`src/rtl/seg7_pkg.sv`:
```
// Shared types and segment constants for the seven-segment display scanner.
// Segment vectors are ordered a..g at bits 6..0, active-high.
package seg7_pkg;

  typedef enum logic {SHOW, GAP} state_t;

  localparam logic [6:0] SEG_BLANK = 7'b0000000;

  localparam int SEG_A = 6;
  localparam int SEG_B = 5;
  localparam int SEG_C = 4;
  localparam int SEG_D = 3;
  localparam int SEG_E = 2;
  localparam int SEG_F = 1;
  localparam int SEG_G = 0;

  localparam logic [6:0] SEG_0 = 7'b1111110;
  localparam logic [6:0] SEG_1 = 7'b0110000;
  localparam logic [6:0] SEG_2 = 7'b1101101;
  localparam logic [6:0] SEG_3 = 7'b1111001;
  localparam logic [6:0] SEG_4 = 7'b0110011;
  localparam logic [6:0] SEG_5 = 7'b1011011;
  localparam logic [6:0] SEG_6 = 7'b1011111;
  localparam logic [6:0] SEG_7 = 7'b1110000;
  localparam logic [6:0] SEG_8 = 7'b1111111;
  localparam logic [6:0] SEG_9 = 7'b1111011;

endpackage

```
`src/rtl/seg7_decode.sv`:
```
// BCD to seven-segment decoder; non-decimal nibbles decode to a blank digit.
module seg7_decode
  import seg7_pkg::*;
(
  input  logic [3:0] bcd,
  output logic [6:0] seg
);

  always_comb begin
    seg = SEG_BLANK;
    case (bcd)
      4'd0:    seg = SEG_0;
      4'd1:    seg = SEG_1;
      4'd2:    seg = SEG_2;
      4'd3:    seg = SEG_3;
      4'd4:    seg = SEG_4;
      4'd5:    seg = SEG_5;
      4'd6:    seg = SEG_6;
      4'd7:    seg = SEG_7;
      4'd8:    seg = SEG_8;
      4'd9:    seg = SEG_9;
      default: seg = SEG_BLANK;
    endcase
  end

endmodule

```
`src/rtl/seven_segment_scanner.sv`:
```
// Multiplexed seven-segment scanner with dead time between digits and a
// pending slot that is committed to the display only at frame boundaries.
module seven_segment_scanner
  import seg7_pkg::*;
#(
  parameter int NUM_DIGITS  = 4,
  parameter int REFRESH_DIV = 50000,
  parameter int DEAD_CYCLES = 2
) (
  input  logic                    clk,
  input  logic                    rst,
  input  logic                    load,
  input  logic [4*NUM_DIGITS-1:0] data,
  input  logic [NUM_DIGITS-1:0]   dp_in,
  input  logic                    lz_en,
  output logic                    ready,
  output logic [6:0]              seg,
  output logic                    dp,
  output logic [NUM_DIGITS-1:0]   an,
  output logic                    frame_done
);

  localparam int MAX_CNT = (REFRESH_DIV > DEAD_CYCLES) ? REFRESH_DIV : DEAD_CYCLES;
  localparam int CNT_W   = $clog2(MAX_CNT + 1);
  localparam int IDX_W   = $clog2(NUM_DIGITS);
  localparam int DW      = 4 * NUM_DIGITS;

  localparam logic [CNT_W-1:0] SHOW_LAST = CNT_W'(REFRESH_DIV - 1);
  localparam logic [CNT_W-1:0] GAP_LAST  = CNT_W'(DEAD_CYCLES - 1);
  localparam logic [IDX_W-1:0] IDX_LAST  = IDX_W'(NUM_DIGITS - 1);

  // state/idx/cnt describe the cycle that the next edge will put on the pins
  state_t                  state_q, state_d;
  logic [IDX_W-1:0]        idx_q, idx_d;
  logic [CNT_W-1:0]        cnt_q, cnt_d;
  logic [DW-1:0]           disp_word_q, disp_word_d;
  logic [NUM_DIGITS-1:0]   disp_dp_q, disp_dp_d;
  logic [DW-1:0]           pend_word_q, pend_word_d;
  logic [NUM_DIGITS-1:0]   pend_dp_q, pend_dp_d;
  logic                    pend_valid_q, pend_valid_d;
  logic [6:0]              seg_q, seg_d;
  logic                    dp_q, dp_d;
  logic [NUM_DIGITS-1:0]   an_q, an_d;
  logic                    frame_done_q, frame_done_d;

  logic       xfer;
  logic       accept;
  logic [3:0] nibble;
  logic       digit_dp;
  logic       lead_zero;
  logic       suppress;
  logic [6:0] dec_seg;

  seg7_decode u_decode (
    .bcd (nibble),
    .seg (dec_seg)
  );

  always_comb begin
    state_d = state_q;
    idx_d   = idx_q;
    cnt_d   = cnt_q + CNT_W'(1);
    case (state_q)
      SHOW: begin
        if (cnt_q == SHOW_LAST) begin
          state_d = GAP;
          cnt_d   = '0;
        end
      end
      GAP: begin
        if (cnt_q == GAP_LAST) begin
          state_d = SHOW;
          cnt_d   = '0;
          idx_d   = (idx_q == IDX_LAST) ? '0 : idx_q + IDX_W'(1);
        end
      end
      default: state_d = SHOW;
    endcase
  end

  // frame_done_q marks the last cycle of a frame, so its closing edge commits pending
  always_comb begin
    xfer         = frame_done_q && pend_valid_q;
    accept       = load && !pend_valid_q;
    disp_word_d  = xfer ? pend_word_q : disp_word_q;
    disp_dp_d    = xfer ? pend_dp_q : disp_dp_q;
    pend_word_d  = pend_word_q;
    pend_dp_d    = pend_dp_q;
    pend_valid_d = pend_valid_q;
    if (accept) begin
      pend_word_d  = data;
      pend_dp_d    = dp_in;
      pend_valid_d = 1'b1;
    end else if (xfer) begin
      pend_valid_d = 1'b0;
    end
  end

  always_comb begin
    nibble    = 4'd0;
    digit_dp  = 1'b0;
    lead_zero = 1'b1;
    suppress  = 1'b0;
    for (int k = 0; k < NUM_DIGITS; k++) begin
      if (idx_q == IDX_W'(k)) begin
        nibble   = disp_word_d[4*k +: 4];
        digit_dp = disp_dp_d[k];
      end
    end
    for (int k = NUM_DIGITS - 1; k >= 1; k--) begin
      lead_zero = lead_zero && (disp_word_d[4*k +: 4] == 4'd0);
      if ((idx_q == IDX_W'(k)) && lead_zero) suppress = 1'b1;
    end

    an_d         = '0;
    seg_d        = SEG_BLANK;
    dp_d         = 1'b0;
    frame_done_d = (state_q == GAP) && (cnt_q == GAP_LAST) && (idx_q == IDX_LAST);
    if (state_q == SHOW) begin
      an_d  = NUM_DIGITS'(1) << idx_q;
      seg_d = (lz_en && suppress) ? SEG_BLANK : dec_seg;
      dp_d  = digit_dp;
    end
  end

  always_ff @(posedge clk) begin
    if (rst) begin
      state_q      <= SHOW;
      idx_q        <= '0;
      cnt_q        <= '0;
      disp_word_q  <= '0;
      disp_dp_q    <= '0;
      pend_word_q  <= '0;
      pend_dp_q    <= '0;
      pend_valid_q <= 1'b0;
      seg_q        <= SEG_BLANK;
      dp_q         <= 1'b0;
      an_q         <= '0;
      frame_done_q <= 1'b0;
    end else begin
      state_q      <= state_d;
      idx_q        <= idx_d;
      cnt_q        <= cnt_d;
      disp_word_q  <= disp_word_d;
      disp_dp_q    <= disp_dp_d;
      pend_word_q  <= pend_word_d;
      pend_dp_q    <= pend_dp_d;
      pend_valid_q <= pend_valid_d;
      seg_q        <= seg_d;
      dp_q         <= dp_d;
      an_q         <= an_d;
      frame_done_q <= frame_done_d;
    end
  end

  assign ready      = !pend_valid_q;
  assign seg        = seg_q;
  assign dp         = dp_q;
  assign an         = an_q;
  assign frame_done = frame_done_q;

endmodule
```
`config.mk`:
```
export PLATFORM = sky130hd
export DESIGN_NAME = seven_segment_scanner
export DESIGN_NICKNAME = d
export VERILOG_FILES = /design/src/rtl/seg7_pkg.sv /design/src/rtl/seg7_decode.sv /design/src/rtl/seven_segment_scanner.sv
export SDC_FILE = /design/constraint.sdc
export NUM_CORES = 1
export LEC_CHECK = 0
export ABC_CLOCK_PERIOD_IN_PS = 6200
export CORE_MARGIN = 5
export CORE_UTILIZATION = 50
export CTS_CLUSTER_SIZE = 30
export DETAILED_ROUTE_END_ITERATION = 12
export DONT_BUFFER_PORTS = 1
export PLACE_DENSITY = 0.63
export SKIP_CTS_REPAIR_TIMING = 1
export SYNTH_ARGS = -nofsm -noshare
export SYNTH_HDL_FRONTEND = slang
export SYNTH_SLANG_ARGS = --single-unit
```
`constraint.sdc`:
```
create_clock -name clk -period 6.2 [get_ports clk]
set_clock_uncertainty 0.2 [all_clocks]
set_input_delay 0.62 -clock clk [delete_from_list [all_inputs] [get_ports clk]]
set_output_delay 0.62 -clock clk [all_outputs]
set_load 0.1 [all_outputs]
```
==> key figures <==
Timing
  • Fmax: 355 MHz
  • Final worst setup slack: 3.38 ns
  • Slew @ Worst Pin: 0.952 ns
  • Final Hold Fails: 0
  • Post-layout min period: 2.82 ns
  • Fin Setup TNS: 0 ns
  • Final setup violating endpoints: 0
  • Slew HR: 36.5%
  • Pins Over Slew Limit: 0
  • RSZ-0062 raised after global routing: false
  • Fin crit share: 45.5%

Detailed routing
  • Routed vias/inst: 5.55
  • Routed Antenna Nets: 0
  • Initial drt markers: 112
  • DRC Markers: 0
  • Vias: 2419
  • Average wire per standard cell: 15.0 um
  • WL final: 6.54 mm
  • Drt pass-1 iters: 4

Global routing
  • First-pass GRT wire length: 11.0 mm
  • Vias in the first global route: 2310
  • Grt ovf: 0
  • Antenna violations before repair: 0
  • GRT Overall Usage: 18.2%
  • Largest net degree at the start of global routing: 51

Logic synthesis
  • Yosys warns: 0
  • Sequential area share after synthesis: 46.2%
  • Main combinational cell family by area after synthesis: simple AND/OR/NAND/NOR gates
  • Yosys cell types: 47
  • #FFs+latches synth: 73
  • Netlist Area Pre-Place: 0.00316 mm2
  • Synth Flop Type: dfxtp_1
  • Area leader, netlist: dfxtp_1
  • Synth Area in Adders: 4.74%
  • Main area contributors after synthesis: dfxtp_1, nand2_1, nor2_1
  • Ys async rst share: 0%
  • Post-synthesis compound-gate area fraction: 13.2%
  • Synth Area in Simple Gates: 21.4%
  • Share of the synthesized area in the top cell type: 46.2%
  • Syn nets: 395
  • Syn avg cell area: 8.81 um2
  • Post-Synth XOR/XNOR Area: 3.88%
  • Number of synthesized flops with an enable pin: 0
  • Multiplexer area fraction after synthesis: 6.13%
  • Gate Count Post-Synth: 359

Layout
  • Final net count: 391
  • Fin area: 0.00336 mm2
  • Most frequent cells in the layout: dfxtp_1, nand2_1, nor2_1
  • Commonest non-fill, non-tap cell in the layout: dfxtp_1
  • Diodes inserted: 0
  • Layout area overhead: 6.21%
  • Layout cells sized above 1: 6.69%
  • Util after Layout: 53.8%

Floorplan
  • Core region area: 0.00624 mm2
  • Die height: 89.6 um
  • # IOs: 38
  • Die footprint: 0.00802 mm2
  • # rows: 29
  • Initial Utilization: 50.7%
  • Die W: 89.6 um

Power
  • Leakage: 1.41 nW
  • Final Power: 0.000895 W
  • Peak supply drop: 0.000193 V
  • PwrDens: 266 mW/mm2

Placement
  • Worst slack at placement: 3.42 ns
  • Port buffer count: 0
  • Routability Congestion: 0.791
  • Post-DP HPWL: 4.61 mm
  • DP Area: 0.00318 mm2

Critical path
  • FF-to-FF path depth: 9
  • CP peak stage delay: 0.36 ns
  • CP endpoint kind: flop
  • Data arrival time of the worst path: 2.84 ns
  • Required @ worst endpoint: 6.22 ns
  • R2r setup slk: 3.38 ns
  • Reg-to-reg startpoint: frame_done
  • Worst-path fanout max: 25
  • R2r endpoint: seg[5]
  • Critical path class: reg -> reg
  • Startpoint Class: flop
  • CP max stage cell: buf_4
  • Worst-path cell chain: buf_4, nand2_4, mux2i_1, o221ai_1, a22oi_2, inv_1, ha_1, o21ai_0, a21boi_0

Min path
  • Min-Delay Path Class: in -> reg
  • HP Start: rst
  • Hold endpoint: pend_word_q[15]
  • WHS Path Cells: 1

Clock tree
  • CTS Buffer Depth: 2
  • TritonCTS clock tree: yes
  • Depth of the CTS H-tree: 3
  • CTS Buf Count: 9
  • Clk Tree Root Cell: clkbuf_8
  • Clock slew at reported path FFs: 0.07 ns
  • Clock Latency Late Sink: 0.34 ns
  • Clock Sinks: 73

Flow run
  • # Max-Cap Violations: 0

Run status
  • Status: completed
## report_power, final
group | leakage (nW) | switching [W] | internal, W
clock | 0.0864 | 0.000162 | 0.000184
sequential | 0.594 | 0.0000338 | 0.000482
combinational | 0.726 | 0.0000223 | 0.0000118
total | 1.41 | 0.000218 | 0.000677
## critical path: cells and delay by family, from the launching register on
family	cells	cell delay (ns)
multiplexers	1	0.31
AND/OR/NAND/NOR	1	0.29
adder cells (fa/ha/maj)	1	0.31
flip-flops	1	0.32
buffers and inverters	2	0.47
AO/OA/AOI/OAI	4	0.78
## metrics by stage
stage	hold slack (ns)	std cells
floorplan	0.232	359
global placement	0.245	421
detailed placement	0.248	421
CTS	0.128	436
global route	0.118	436
finish	0.142	436
## cell usage after synthesis (all sizes together) (2+ instances only)
master and instances:
inv 13, clkbuf 8, or3 2, nor4b 2
nand2 58, mux2 3, nand4 6, buf 9
and2 2, mux2i 16, a31oi 2, dfxtp 73
a2111oi 2, nor2 45, o41ai 3, nor2b 3
o22ai 2, ha 12, nand3 9, xnor2 8
nand2b 2, a21boi 3, o21ai 4, a21oi 29
a211oi 2, a211o 3, xor2 6, and3 7
o221ai 3, a22oi 3, nor4 5, nor3 7
## area by class of cell
type	count	area, um2
clock buffer	12	135
clock inverter	3	42.5
fill	605	2880
inverter	13	48.8
multi-input combinational	256	1560
sequential	73	1460
tap	77	96.3
timing repair buffer	2	15.0
## registers in the layout, indices dropped and copies added, names as in the netlist, 2 cells and up
signal and cells:
an 4, cnt_q 16, disp_dp_q 4, idx_q 2, seg 7, pend_dp_q 4, disp_word_q 16, pend_word_q 16
## worst max-delay path by stage
stage	from	endpoint	slack, ns	cells after the start
global route	frame_done	seg[5]	3.15	9
floorplan	frame_done	seg[5]	3.12	11
global placement	frame_done	seg[5]	3.50	9
CTS	frame_done	seg[5]	3.38	9
finish	frame_done	seg[5]	3.38	9
detailed placement	frame_done	seg[5]	3.42	9
## cells by family (layout without fill, tap and decap cells)
kind of cell               count (synthesis)  in the layout
DFF                                       73             73
buffers and inverters                     30             30
AOI/OAI and AO/OA                         61             61
muxes                                     19             19
xor gates and xnor gates                  14             14
adders and majority gates                 12             12
and+or+nand+nor                          150            150
## layer usage
layer	wire [um]	track usage (%)	vias up
met4	183	8.93	0
met3	218	4.61	12
li1	-	-	1216
met5	0	0	-
met2	3220	30.0	44
met1	2920	22.0	1147
No activity file was read; power rests on OpenSTA's default activity.
